File: config.mk
export PLATFORM = sky130hd
export DESIGN_NAME = vram_dma_m
export DESIGN_NICKNAME = d
export VERILOG_FILES = /design/src/rtl/gpu_dma_pkg.sv /design/src/rtl/byte_fifo_m.sv /design/src/rtl/vram_dma_m.sv
export SDC_FILE = /design/constraint.sdc
export NUM_CORES = 1
export LEC_CHECK = 0
export ABC_AREA = 1
export CELL_PAD_IN_SITES_DETAIL_PLACEMENT = 0
export CELL_PAD_IN_SITES_GLOBAL_PLACEMENT = 2
export CORE_UTILIZATION = 32
export DETAILED_ROUTE_END_ITERATION = 6
export GPL_ROUTABILITY_DRIVEN = 0
export PLACE_DENSITY_LB_ADDON = 0.1
export SLEW_MARGIN = 25
export SYNTH_ARGS = -nofsm -noshare
export SYNTH_HDL_FRONTEND = slang
export SYNTH_HIERARCHICAL = 1
export SYNTH_SLANG_ARGS = --single-unit
File: constraint.sdc
create_clock -name cpu_clk -period 3.19 [get_ports cpu_clk]
set_input_delay 0.319 -clock cpu_clk [delete_from_list [all_inputs] [get_ports cpu_clk]]
set_output_delay 0.319 -clock cpu_clk [all_outputs]
set_load 0.01 [all_outputs]
File: src/rtl/gpu_dma_pkg.sv
// Shared types and VRAM map constants for the CPU-side VRAM DMA engine.
package gpu_dma_pkg;

    typedef enum logic [1:0] {IDLE, RUN, FLUSH, DONE} dma_state_t;

    localparam logic [11:0] VRAM_PMB_BASE  = 12'h200;
    localparam logic [11:0] VRAM_NTBL_BASE = 12'h400;

endpackage

File: src/rtl/byte_fifo_m.sv
// Small byte FIFO between the main-memory reader and the VRAM write port.
module byte_fifo_m #(
    parameter int DEPTH = 4
) (
    input  logic                     clk,
    input  logic                     rst_n,
    input  logic                     en,
    input  logic                     flush,
    input  logic                     push,
    input  logic [7:0]               din,
    input  logic                     pop,
    output logic [7:0]               dout,
    output logic                     full,
    output logic                     empty,
    output logic [$clog2(DEPTH):0]   count
);
    localparam int AW = $clog2(DEPTH);

    logic [7:0]    mem_q [DEPTH];
    logic [AW-1:0] wr_q, rd_q;
    logic [AW:0]   cnt_q;
    logic          do_push, do_pop;

    // A pop in the same cycle frees the slot, so a push at full is accepted then.
    assign do_pop  = pop && !empty;
    assign do_push = push && (!full || do_pop);

    always_ff @(posedge clk or negedge rst_n) begin
        if (!rst_n) begin
            wr_q  <= '0;
            rd_q  <= '0;
            cnt_q <= '0;
        end else if (en) begin
            if (flush) begin
                wr_q  <= '0;
                rd_q  <= '0;
                cnt_q <= '0;
            end else begin
                if (do_push) wr_q <= wr_q + AW'(1);
                if (do_pop)  rd_q <= rd_q + AW'(1);
                cnt_q <= cnt_q + (AW+1)'(do_push) - (AW+1)'(do_pop);
            end
        end
    end

    always_ff @(posedge clk) begin
        if (en && !flush && do_push) mem_q[wr_q] <= din;
    end

    assign dout  = mem_q[rd_q];
    assign full  = (cnt_q == (AW+1)'(DEPTH));
    assign empty = (cnt_q == '0);
    assign count = cnt_q;

endmodule

File: src/rtl/vram_dma_m.sv
// Main-memory to VRAM byte copier; writes only during vblank, one read outstanding.
module vram_dma_m
    import gpu_dma_pkg::*;
#(
    parameter int FIFO_DEPTH = 4,
    parameter int SRC_W      = 16,
    parameter int ADDR_W     = 12,
    parameter int LEN_W      = 12
) (
    input  logic              cpu_clk,
    input  logic              rst,
    input  logic              cpu_clk_enable,
    input  logic              start,
    input  logic              abort,
    input  logic [SRC_W-1:0]  src_addr,
    input  logic [ADDR_W-1:0] dst_addr,
    input  logic [LEN_W-1:0]  length,
    input  logic              vblank,
    output logic              mem_req,
    output logic [SRC_W-1:0]  mem_addr,
    input  logic              mem_ack,
    input  logic [7:0]        mem_rdata,
    output logic [ADDR_W-1:0] vram_address,
    output logic [7:0]        vram_data,
    output logic              vram_write_enable,
    output logic              busy,
    output logic              done
);
    localparam int CW = $clog2(FIFO_DEPTH) + 1;

    dma_state_t        state_q, state_d;
    logic [SRC_W-1:0]  mem_addr_q, mem_addr_d;
    logic [ADDR_W-1:0] dst_q, dst_d, vaddr_q, vaddr_d;
    logic [LEN_W-1:0]  reads_q, reads_d, reads_nxt;
    logic [7:0]        vdata_q, vdata_d;
    logic              req_q, req_d, vwe_q, vwe_d;

    logic          push, pop, active, ack_v, room_nxt;
    logic          fifo_full, fifo_empty;
    logic [7:0]    fifo_head;
    logic [CW-1:0] fifo_count;

    byte_fifo_m #(.DEPTH(FIFO_DEPTH)) u_fifo (
        .clk   (cpu_clk),
        .rst_n (rst),
        .en    (cpu_clk_enable),
        .flush (abort),
        .push  (push),
        .din   (mem_rdata),
        .pop   (pop),
        .dout  (fifo_head),
        .full  (fifo_full),
        .empty (fifo_empty),
        .count (fifo_count)
    );

    assign active    = (state_q == RUN) || (state_q == FLUSH);
    assign ack_v     = (state_q == RUN) && req_q && mem_ack && !abort;
    assign push      = ack_v;
    assign pop       = active && vblank && !fifo_empty && !abort;
    assign reads_nxt = reads_q - LEN_W'(ack_v);
    // Free slot after this cycle's push/pop; gates the next request.
    assign room_nxt  = !((fifo_full && !pop) ||
                         (push && !pop && fifo_count == CW'(FIFO_DEPTH - 1)));

    always_comb begin
        state_d    = state_q;
        mem_addr_d = mem_addr_q;
        dst_d      = dst_q;
        reads_d    = reads_q;
        req_d      = req_q;
        vaddr_d    = vaddr_q;
        vdata_d    = vdata_q;
        vwe_d      = 1'b0;
        if (abort) begin
            state_d = IDLE;
            req_d   = 1'b0;
        end else begin
            unique case (state_q)
                IDLE: if (start) begin
                    mem_addr_d = src_addr;
                    dst_d      = dst_addr;
                    reads_d    = length;
                    req_d      = (length != '0);
                    state_d    = (length != '0) ? RUN : DONE;
                end
                RUN: begin
                    if (ack_v) begin
                        mem_addr_d = mem_addr_q + SRC_W'(1);
                        reads_d    = reads_nxt;
                        if (reads_nxt == '0) state_d = FLUSH;
                    end
                    req_d = (req_q && !mem_ack) || (reads_nxt != '0 && room_nxt);
                end
                FLUSH: begin
                    req_d = 1'b0;
                    if (fifo_empty) state_d = DONE;
                end
                DONE:    state_d = IDLE;
                default: state_d = IDLE;
            endcase
            if (pop) begin
                vdata_d = fifo_head;
                vaddr_d = dst_q;
                vwe_d   = 1'b1;
                dst_d   = dst_q + ADDR_W'(1);
            end
        end
    end

    always_ff @(posedge cpu_clk or negedge rst) begin
        if (!rst) begin
            state_q    <= IDLE;
            mem_addr_q <= '0;
            dst_q      <= '0;
            reads_q    <= '0;
            req_q      <= 1'b0;
            vaddr_q    <= '0;
            vdata_q    <= '0;
            vwe_q      <= 1'b0;
        end else if (cpu_clk_enable) begin
            state_q    <= state_d;
            mem_addr_q <= mem_addr_d;
            dst_q      <= dst_d;
            reads_q    <= reads_d;
            req_q      <= req_d;
            vaddr_q    <= vaddr_d;
            vdata_q    <= vdata_d;
            vwe_q      <= vwe_d;
        end
    end

    assign mem_req           = req_q;
    assign mem_addr          = mem_addr_q;
    assign vram_address      = vaddr_q;
    assign vram_data         = vdata_q;
    assign vram_write_enable = vwe_q;
    assign busy              = active;
    assign done              = (state_q == DONE);

endmodule

==> results.py <==
metrics = {
    "die": {
        "die_height_um": 134,
        "fp-row-count": 48,
        "die_w_um": 134,
        "start_util": 0.326,
        "die_area_sq_um": 18000,
        "io_pins": 95,
        "coreArea_sq_um": 17200,
    },
    "global_routing": {
        "grt_max_degree": 72,
        "grt_pass1_vias": 4400,
        "grt_pass1_wl_um": 22900,
        "grt_antenna_before_repair": 0,
        "gr-usage-all-layers": 0.163,
        "grt_overflow": 0,
    },
    "sta": {
        "worstMarginPinSlew_ps": 758,
        "setup-violations-final": 0,
        "timing.hold.ws_ps": -86.4,
        "period_minus_slack_ps": 2730,
        "relSlewSlack": 0.495,
        "fmax_mhz": 366,
        "final.setup.tns_ps": 0,
        "finalHoldViolCount": 27,
        "fin_worst_skew_ps": 11.8,
        "rsz0062_at_grt": "false",
        "final_max_slew_viol_count": 0,
        "period_share": 0.856,
    },
    "yosys": {
        "yosys_warnings": 6,
        "yosys-top-cells-area": "dfrtp_1 (32%), edfxtp_1 (17%), nand2_1 (7.0%)",
        "avgSynthCellArea_sq_um": 8.91,
        "synth_top_area_frac": 0.317,
        "synth_cell_type_count": 47,
        "syn_area_sq_um": 5600,
        "synth-async-reset-ratio": 0.689,
        "yosysSeqAreaShare": 0.489,
        "ys_ff_latch": 103,
        "synth_nets": 700,
        "synthCells": 629,
        "synth-edff-count": 32,
        "synth_top_cell_by_area": "dfrtp_1",
        "synth_top_flop_cell": "dfrtp_1",
    },
    "route": {
        "wl_per_cell_um": 14.4,
        "wl_um": 13700,
        "via_count": 4539,
        "drc": 0,
        "drt_iter0_markers": 221,
        "ant_nets": 0,
        "vias_per_cell": 4.79,
        "first_pass_iters": 5,
    },
    "critical_path": {
        "critPathMostFrequentCell": "inv_1",
        "critPathSlowestCell": "dfrtp_1",
        "cp-start-kind": "flop",
        "max_stage_delay_ps": 420,
        "critPathTopFamily": "adder cells",
        "path_class": "flop to flop",
        "worstSetupEndpointType": "flop",
        "critPathBufInv": 4,
        "crit_path_max_fanout": 16,
        "worstPathCellList": "inv_1, ha_1, nand3_4, clkinv_2, inv_1, nand3_2, nand2_4, xor2_1, ha_1, inv_1, fa_1, a21o_1, nand3_1, o21ai_1",
        "required_ps": 3430,
        "cp.arrival_ps": 2970,
    },
    "place": {
        "portBuffers": 94,
        "hpwl_um": 9680,
    },
    "layout": {
        "final_common_cell": "nand2_1",
        "antenna_cells": 0,
        "drive_gt1_frac": 0.118,
        "area_growth_syn_to_layout_pct": 26.2,
        "fillCellCount": 1738,
        "mostFrequentLayoutCells": "nand2_1 (104), clkdlybuf4s50_1 (93), dfrtp_1 (71), nor2_1 (69), o21ai_0 (62)",
        "nets": 789,
        "utilization": 0.411,
    },
    "cts": {
        "htreeDepth": 3,
        "clkTransAtPathRegs_ps": 80,
        "numCtsBuffers": 9,
        "cts_root_buffer": "clkbuf_16",
        "insertion_delay_ps": 360,
        "clk_path_buf_depth": 2,
        "clkSinkCount": 103,
        "cts_tree": "done",
        "cts_resized": 0,
        "cts.hold.buffers_added": 0,
        "post_cts_buffers": 0,
    },
    "hold_path": {
        "min_path_type": "primary input to asynchronous set/reset pin",
    },
    "power": {
        "p_leak_nw": 2.94,
        "power.density_nw_per_um2": 748,
        "vdd_drop_max_mv": 0.293,
    },
    "outcome": {
        "failed_checks": "negative hold slack",
        "status": "complete, but fails checks",
    },
    "job": {
        "maxCapViolations": 0,
    },
}
-- synth_stat cells (all sizes together), types with 15 or more instances --
cell type	number
dfrtp	71
nor2	88
ha	15
inv	60
o21ai	78
buf	16
nand3	38
edfxtp	32
a21oi	25
nand2	116
o22ai	19
-- metrics by stage --
stage / cell area [sq um] / power, mW / hold slack, ps / worst slack, ps / instances
2_1_floorplan: 5600 / 3.34 / 23.4 / 511 / 629
3_3_place_gp: 6750 / 4.19 / 467 / 466 / 932
3_5_place_dp: 6750 / 4.20 / 472 / 425 / 932
4_1_cts: 7060 / 5.37 / 161 / 436 / 948
5_1_grt: 7070 / 5.70 / 43.2 / 250 / 948
6_report: 7070 / 5.28 / -86.4 / 458 / 948
-- layout make-up --
| type | count | area (sq um) | share of cell area |
|---|---|---|---|
| tap | 225 | 282 | 0.0398 |
| multi-input combinational | 441 | 2500 | 0.354 |
| clock buffer | 9 | 225 | 0.0319 |
| inverter | 61 | 233 | 0.0329 |
| timing repair buffer | 102 | 1000 | 0.142 |
| sequential | 103 | 2740 | 0.387 |
| clock inverter | 7 | 85.1 | 0.0120 |
-- report_power, final --
group	internal [mW]	switching [mW]	total [mW]
registers	1.71	0.359	2.07
clock network	0.562	0.571	1.13
logic	0.941	1.14	2.08
total	3.21	2.07	5.28
-- kinds of logic (layout without fill, tap and decap cells) --
group                    after synthesis  in the layout  synth area share
flip-flops                           103            103             0.489
multiplexers                           9              9            0.0221
AO/OA/AOI/OAI                        144            144             0.146
buffers and inverters                 85            179            0.0654
XOR/XNOR                              10             10            0.0156
adder cells (fa/ha/maj)               16             16            0.0371
AND/OR/NAND/NOR                      262            262             0.225
-- routing by layer --
layer  track usage  routed length (um)  up-vias  part of all wire
li1              -                   -     2306                 -
met1         0.232                6710     2113              0.49
met2         0.250                6160      107              0.45
met3        0.0257                 596       13             0.044
met4        0.0581                 201        0             0.015
met5             0                   0        -                 0
-- worst paths after layout --
check / startpoint / endpoint / slack, ps / cells past startpoint
setup / recovery: state_q[0] / u_fifo/count[2] / 460 / 14
hold / removal: rst / vram_data[3] / -90 / 1
setup reg to reg: state_q[0] / u_fifo/count[2] / 460 / 14
hold reg to reg: vram_address[11] / vram_address[11] / 480 / 2
max in group asynchronous: rst / mem_addr[1] / 2670 / 1
min in group cpu_clk: vram_address[11] / vram_address[11] / 480 / 2
-- state kept, by name, indices dropped and copies added, names as in the netlist, 3 cells and up --
signal / cells
dst_q: 12
mem_addr: 16
reads_q: 12
u_fifo/count: 3
u_fifo/mem_q: 32
vram_address: 12
vram_data: 8
Note: power is estimated with default switching activity, not from simulation.
